**config.mk**
```make
export PLATFORM = sky130hd
export DESIGN_NAME = halflife_decay_counter
export DESIGN_NICKNAME = d
export VERILOG_FILES = /design/src/rtl/halflife_decay_counter.sv
export SDC_FILE = /design/constraint.sdc
export NUM_CORES = 1
export LEC_CHECK = 0
export CORE_MARGIN = 5
export CORE_UTILIZATION = 45
export DETAILED_ROUTE_END_ITERATION = 10
export GPL_TIMING_DRIVEN = 0
export PLACE_DENSITY = 0.77
export SYNTH_ARGS = -nofsm -noshare
export SYNTH_HDL_FRONTEND = slang
export SYNTH_SLANG_ARGS = --single-unit
```
**constraint.sdc**
```tcl
create_clock -name clk -period 6.2 [get_ports clk]
set_input_delay 1.55 -clock clk [delete_from_list [all_inputs] [get_ports clk]]
set_output_delay 1.55 -clock clk [all_outputs]
set_load 0.01 [all_outputs]
```
**src/rtl/halflife_decay_counter.sv**
```systemverilog
// ----------------------------------------------------------------------------
// halflife_decay_counter
//
// WIDTH-bit counter with a built-in prescaler. Every PRESCALE enabled cycles a
// tick strobe fires and the selected mode operation is applied:
//   mode 00 wrap     : up/down modulo 2^WIDTH, tc after a wrap
//   mode 01 saturate : up/down clamped at max/0, tc on first arrival at a bound
//   mode 10 halve    : count >>= 1, halvings counts nonzero halvings, tc at 1->0
//   mode 11 hold     : count frozen, prescaler keeps running
// A load is ungated by en/tick and restarts the prescaler.
//
// Ports:
//   clk      in   rising-edge clock
//   rst      in   synchronous active-high reset (overrides everything)
//   en       in   prescaler enable
//   load     in   load load_val into count (clears halvings/prescaler/tc)
//   load_val in   [WIDTH-1:0] value to load
//   up       in   increment request (wrap/saturate)
//   down     in   decrement request (wrap/saturate); up&down = no-op
//   mode     in   [1:0] operating mode
//   count    out  [WIDTH-1:0] registered count
//   zero     out  count == 0 (combinational)
//   at_max   out  count == 2^WIDTH-1 (combinational)
//   tc       out  registered one-cycle terminal-count pulse
//   halvings out  [HW-1:0] registered nonzero-halving count, saturating
//   tick     out  prescaler tick strobe (combinational)
// ----------------------------------------------------------------------------
module halflife_decay_counter #(
    parameter int WIDTH    = 8,
    parameter int PRESCALE = 4,
    parameter int HW       = 4
) (
    input  logic             clk,
    input  logic             rst,
    input  logic             en,
    input  logic             load,
    input  logic [WIDTH-1:0] load_val,
    input  logic             up,
    input  logic             down,
    input  logic [1:0]       mode,
    output logic [WIDTH-1:0] count,
    output logic             zero,
    output logic             at_max,
    output logic             tc,
    output logic [HW-1:0]    halvings,
    output logic             tick
);

    // A 1-bit prescaler is kept even for PRESCALE=1; it then stays at 0 and
    // the tick degenerates to en.
    localparam int               PW        = (PRESCALE > 1) ? $clog2(PRESCALE) : 1;
    localparam logic [PW-1:0]    PS_LAST   = PW'(PRESCALE - 1);
    localparam logic [PW-1:0]    PS_ONE    = PW'(1);
    localparam logic [WIDTH-1:0] CNT_ZERO  = {WIDTH{1'b0}};
    localparam logic [WIDTH-1:0] CNT_ONE   = WIDTH'(1);
    localparam logic [WIDTH-1:0] CNT_MAX   = {WIDTH{1'b1}};
    localparam logic [WIDTH-1:0] CNT_MAXM1 = CNT_MAX - CNT_ONE;
    localparam logic [HW-1:0]    HALV_ONE  = HW'(1);
    localparam logic [HW-1:0]    HALV_MAX  = {HW{1'b1}};

    localparam logic [1:0] MODE_WRAP  = 2'b00;
    localparam logic [1:0] MODE_SAT   = 2'b01;
    localparam logic [1:0] MODE_HALVE = 2'b10;
    localparam logic [1:0] MODE_HOLD  = 2'b11;

    logic [PW-1:0]    r_prescale;
    logic [WIDTH-1:0] r_count;
    logic             r_tc;
    logic [HW-1:0]    r_halvings;

    logic             w_tick;
    logic             w_up_only;
    logic             w_down_only;
    logic [PW-1:0]    w_next_prescale;
    logic [WIDTH-1:0] w_next_count;
    logic             w_next_tc;
    logic [HW-1:0]    w_next_halvings;

    assign w_tick      = en & (r_prescale == PS_LAST);
    assign w_up_only   = up & ~down;
    assign w_down_only = down & ~up;

    // Prescaler next state: a load restarts it, en gates its advance.
    always_comb begin
        w_next_prescale = r_prescale;
        if (load) begin
            w_next_prescale = {PW{1'b0}};
        end else if (en) begin
            if (w_tick) begin
                w_next_prescale = {PW{1'b0}};
            end else begin
                w_next_prescale = r_prescale + PS_ONE;
            end
        end else begin
            w_next_prescale = r_prescale;
        end
    end

    // Count / tc / halvings next state; tc defaults low so it is a pulse.
    always_comb begin
        w_next_count    = r_count;
        w_next_tc       = 1'b0;
        w_next_halvings = r_halvings;
        if (load) begin
            w_next_count    = load_val;
            w_next_halvings = {HW{1'b0}};
        end else if (w_tick) begin
            case (mode)
                MODE_WRAP: begin
                    if (w_up_only) begin
                        w_next_count = r_count + CNT_ONE;
                        w_next_tc    = (r_count == CNT_MAX);
                    end else if (w_down_only) begin
                        w_next_count = r_count - CNT_ONE;
                        w_next_tc    = (r_count == CNT_ZERO);
                    end else begin
                        w_next_count = r_count;
                    end
                end
                MODE_SAT: begin
                    // tc only on arrival at the bound, never while parked on it.
                    if (w_up_only && (r_count != CNT_MAX)) begin
                        w_next_count = r_count + CNT_ONE;
                        w_next_tc    = (r_count == CNT_MAXM1);
                    end else if (w_down_only && (r_count != CNT_ZERO)) begin
                        w_next_count = r_count - CNT_ONE;
                        w_next_tc    = (r_count == CNT_ONE);
                    end else begin
                        w_next_count = r_count;
                    end
                end
                MODE_HALVE: begin
                    w_next_count = r_count >> 1;
                    w_next_tc    = (r_count == CNT_ONE);
                    if ((r_count != CNT_ZERO) && (r_halvings != HALV_MAX)) begin
                        w_next_halvings = r_halvings + HALV_ONE;
                    end else begin
                        w_next_halvings = r_halvings;
                    end
                end
                MODE_HOLD: begin
                    w_next_count = r_count;
                end
                default: begin
                    w_next_count = r_count;
                end
            endcase
        end else begin
            w_next_count = r_count;
        end
    end

    // State registers with synchronous reset.
    always_ff @(posedge clk) begin
        if (rst) begin
            r_prescale <= {PW{1'b0}};
            r_count    <= {WIDTH{1'b0}};
            r_tc       <= 1'b0;
            r_halvings <= {HW{1'b0}};
        end else begin
            r_prescale <= w_next_prescale;
            r_count    <= w_next_count;
            r_tc       <= w_next_tc;
            r_halvings <= w_next_halvings;
        end
    end

    assign count    = r_count;
    assign tc       = r_tc;
    assign halvings = r_halvings;
    assign tick     = w_tick;
    assign zero     = (r_count == CNT_ZERO);
    assign at_max   = (r_count == CNT_MAX);

endmodule

```
; After elaboration in Yosys (flattened, before gate mapping)
; Index checks and enable logic that the tools add are counted.
[classes]
add_sub_neg = 4
eq_ne = 12
n_mux = 13
n_bitwise = 6
reduce_logical = 11
[op_table]
columns = cell, count
row1 = 8-bit two-way mux, 6
row2 = 8-bit one-hot mux with 3 select lines, 1
row3 = "8-bit equality test, second input constant", 2
row4 = "4-bit != test, second input constant", 3
row5 = "8-bit by 1-bit adder with 8-bit output, second input constant", 1
row6 = "8-bit by 1-bit equality test with 1-bit output, second input constant", 1
row7 = 8-bit logical NOT, 1
row8 = "8-bit != test, second input constant", 1
row9 = 8-bit nonzero test, 1
row10 = "8-bit by 1-bit subtractor with 8-bit output, second input constant", 1
row11 = "2-bit equality test, second input constant", 3
row12 = "4-bit by 1-bit adder with 4-bit output, second input constant", 1
row13 = 1-bit two-way mux, 4
row14 = 4-bit AND reduction, 1
row15 = 1-bit bitwise AND, 3
row16 = 1-bit logical AND, 3
row17 = 1-bit inverter, 3
row18 = 1-bit one-hot mux with 3 select lines, 1
row19 = 3-bit AND reduction, 1
row20 = 3-bit OR reduction, 1
row21 = "2-bit by 1-bit adder with 2-bit output, second input constant", 1
row22 = "2-bit by 1-bit equality test with 1-bit output, second input constant", 1
row23 = 2-bit logical NOT, 1
row24 = 2-bit two-way mux, 1
row25 = 3 further kinds, 3
[word_totals]
ff_bits = 15
in_bits = 16
output_inout_bits = 16
elab_cells = 50

; Depth between registers and ports, before layout
; Gate-level depths: netlist of run 1.
[logic_depth]
depth_word = 8
depth_mapped = 8
mapped_depth_nobuf = 7

; Worst setup path after synthesis of run 1
; Ideal clock, no wire load.
[synth_timing]
kind = input port to output port
start = in en
end = out tick
arrival_ps = 1703
t_required_ps = 4650
path_slack_ps = 2947
cell_stages = 2
path_buffers = 0
path_cell_list = nand2_1 > inv_1
[synth_between]
elab_chain_len = 1
[synth_lines]
columns = element, line
row1 = start: declaration, 35  ; input logic en,
row2 = 1-bit bitwise AND, 79  ; assign w_tick = en & (r_prescale == PS_LAST);
row3 = end: declaration, 46  ; output logic tick
; Every way passes these cells.

; Worst setup path in the final report of run 1
; Ends and elaborated chain as after synthesis.

==> out/qor.txt, run 1 <==
=================================================================================================
Run status                                                                           complete, no violations
Cells resized by post-CTS repair                                                                0
Die Width                                                                                 68.7 µm
Portion of synthesized cell area occupied by the leading cell type                          19.4%
Number of iterations in the first detailed-routing pass                                         4
Total count of max-transition violations in the final report                                    0
Drt initial violations                                                                        187
Slew margin rel.                                                                            63.0%
HPWL Detailed                                                                             3250 µm
Sequential share of power                                                                   37.3%
Main flop type after synthesis                                                       sky130_fd_sc_hd__dfxtp_1
Weighted congestion at the end of routability-driven global placement                       0.966
HP Class                                                                               reg -> reg
Post-route core utilization                                                                 57.7%
Post-synthesis register bit count                                                              15
Post-DR wirelength/cell                                                                   15.4 µm
DRT Wirelength                                                                            4240 µm
Yosys warning total                                                                             0
Worst skew pair latency                                                                   0.30 ns
Vias per cell                                                                                5.74
Net switching power                                                                    0.000108 W
Via count of the first global-routing pass                                                  1,415
Total clock buffers created by CTS                                                              3
Number of flops mapped to enable cells by yosys                                                 0
Placed Area                                                                           0.00190 mm²
Number of distinct library cell variants in the gate-level netlist after synthesis             63
Data required time at the worst endpoint                                                  4.65 ns
Area of the mapped netlist                                                            0.00155 mm²
Placement Setup Slack                                                                     1.86 ns
Net Count, Synth                                                                              225
Internal power contribution                                                            0.000178 W
Kind of end point of the critical path                                                output port
Net Sw Frac                                                                                 37.9%
Layout Cell Area excl Fill                                                            0.00192 mm²
Area of the core                                                                      0.00334 mm²
Total count of hold-check failures in the final report                                          0
Number of routed nets with antenna violations                                                   0
Number of levels the H-tree was split into                                                      1
Largest area contributor in the netlist                                              sky130_fd_sc_hd__dfxtp_1
Final setup TNS                                                                              0 ns
Count of endpoints failing setup in the final report                                            0
Overall Global Routing Usage                                                                19.6%
# nets final                                                                                  259
Maximum number of pins on one net before global-route repair                                   11
Total number of placement rows                                                                 21
Setup repair after global routing missed its margin                                            no
Slew at the pin with the worst max-slew slack                                            0.555 ns
Share of the cycle needed by the critical path after routing                                70.0%
Fmax                                                                                      231 MHz
First-pass GRT wire length                                                                6960 µm
Library cell with the highest instance count after synthesis                         sky130_fd_sc_hd__dfxtp_1
Port Buffer Count                                                                              29
Detailed-route via count                                                                    1,585
Arrival time at the worst endpoint                                                        2.79 ns
Critical path launch point type                                                      primary input
Critical path type                                                                      in -> out
Post-synthesis area per instance                                                         7.86 µm²
Clock root buffer master                                                             sky130_fd_sc_hd__clkbuf_4
Post-CTS setup repair buffer count                                                              0
Area growth, synth to finish                                                                24.2%
DRC violations left                                                                             0
Part of the power in combinational logic                                                    41.3%
Cell types with the largest area share after synthesis                               sky130_fd_sc_hd__dfxtp_1 19%, sky130_fd_sc_hd__ha_1 9.7%, sky130_fd_sc_hd__nand2b_1 3.6%
Worst-case clock buffer depth                                                                   2
Setup skew after layout                                                                 0.0134 ns
TritonCTS clock tree                                                                         done
Cell total after placement                                                                    272
Sequential element share of the synthesized area                                            19.4%
Top-level port count                                                                           32
Pleak                                                                                    0.733 nW
Vertical die dimension                                                                    68.7 µm
Max-capacitance violation count                                                                 0
Antenna diode count                                                                             0
Minimum setup slack in the final design                                                   1.86 ns
Proportion of power drawn by the clock network                                              21.4%
Commonest cells post-synth                                                           15 x sky130_fd_sc_hd__dfxtp_1, 14 x sky130_fd_sc_hd__nor2_1, 13 x sky130_fd_sc_hd__inv_1, 12 x sky130_fd_sc_hd__ha_1, 11 x sky130_fd_sc_hd__nand2_1
Number of antenna violations at the first check in global routing                               0
Pwr/cell area                                                                          149 mW/mm²
Share of post-route cells with drive strength above 1                                       11.3%
TritonCTS Sinks                                                                                15
Clock edge transition at the registers on the reported setup and hold paths               0.10 ns
Post-Synthesis Cells                                                                          197
Starting density of the core                                                                46.4%
Hold buffers post-CTS                                                                           0
Ys async rst share                                                                             0%
Crit path time final                                                                      4.34 ns
Worst vdd rail ir drop                                                                  0.0722 mV
Non-filler cells in the finished layout                                                       276
GRT Residual Overflow                                                                           0
Largest driver fanout on the critical path                                                      4
Die area                                                                              0.00472 mm²
=================================================================================================
## critical path, stage by stage
cell                              delay (ns)
sky130_fd_sc_hd__clkdlybuf4s50_1        0.53
sky130_fd_sc_hd__nand2_1                0.12
sky130_fd_sc_hd__inv_1                  0.07
sky130_fd_sc_hd__clkdlybuf4s50_1        0.52
## worst paths after layout
kind | slack (ns) | cells past startpoint | start | to
min | 0.51 | 2 | r_prescale[1] | r_prescale[1]
max | 1.86 | 4 | en | tick
max reg2reg | 4.02 | 7 | count[0] | count[3]
min reg2reg | 0.51 | 2 | r_prescale[1] | r_prescale[1]
## cells by family (layout without fill, tap and decap cells)
logic type               Yosys count  in the layout  synth area share [%]
multiplexers                       4              4                  2.67
AND/OR/NAND/NOR                   74             74                  27.9
adder cells (fa/ha/maj)           12             12                  9.69
AO/OA/AOI/OAI                     57             57                  28.4
flip-flops                        15             15                  19.4
XOR/XNOR                           6              6                  3.39
buffers and inverters             29             62                  8.64
## cells in the final DEF (no fill, tap or decap), drive strengths merged, types with 2 or more instances in the layout
cell type / count
a21oi: 8
a311oi: 2
a31oi: 7
and3: 2
buf: 9
clkbuf: 9
clkdlybuf4s50: 29
clkinv: 2
dfxtp: 15
ha: 12
inv: 13
mux2i: 3
nand2: 12
nand2b: 9
nand3: 9
nand4: 6
nor2: 14
nor2b: 2
nor3: 6
nor4: 4
o211ai: 5
o21a: 3
o21ai: 6
o22ai: 5
o31ai: 3
o32ai: 3
or3: 3
or4: 2
xor2: 5
## registers in the layout (all words and copies together), names as in the netlist
register and flops:
count 8, halvings 4, tc 1, r_prescale 2
## metal layers
metal	track usage [%]	part of all wire [%]
met4	5.21	0.59
met1	28.8	47
met3	2.59	4.9
met5	0	0
met2	29.6	47
## area by class of cell
type | instances | area (µm²)
Inverter | 14 | 52.6
Fill cell | 330 | 1410
Clock buffer | 3 | 22.5
Tap cell | 46 | 57.6
Sequential cell | 15 | 300
Timing Repair Buffer | 29 | 290
Buffer | 15 | 81.3
Clock inverter | 1 | 5.00
Multi-Input combinational cell | 153 | 1110
## power groups by stage
stage / Combinational (W) / Sequential, W / Clock, W
final: 0.000118 / 0.000107 / 0.0000613
after global routing: 0.000130 / 0.000108 / 0.0000662
after CTS: 0.000118 / 0.000107 / 0.0000601
after detailed placement: 0.000117 / 0.000109 / 0
after global placement: 0.000117 / 0.000109 / 0
after floorplan: 0.0000775 / 0.000110 / 0
## per-stage QoR
step / power (W) / hold WS [ns]
floorplan: 0.000187 / 0.465
finish: 0.000287 / 0.514
detailed placement: 0.000226 / 0.494
CTS: 0.000285 / 0.517
global route: 0.000304 / 0.581
global placement: 0.000226 / 0.481
No activity file was read; power rests on OpenSTA's default activity.
==> run 2: changes to the inputs <==
- clock period: 6.2 -> 4.1 ns (I/O delays scaled with it)
==> results of run 2 <==
Same layout as run 1 (identical final DEF). Status: complete, no violations.
Main changes from that run: setup slack after placement 1.86 ns -> 0.788 ns; setup slack after layout 1.86 ns -> 0.812 ns; register-to-register setup slack 4.02 ns -> 1.92 ns; total power 0.000287 W -> 0.000433 W; worst IR drop on VDD 0.0722 mV -> 0.109 mV
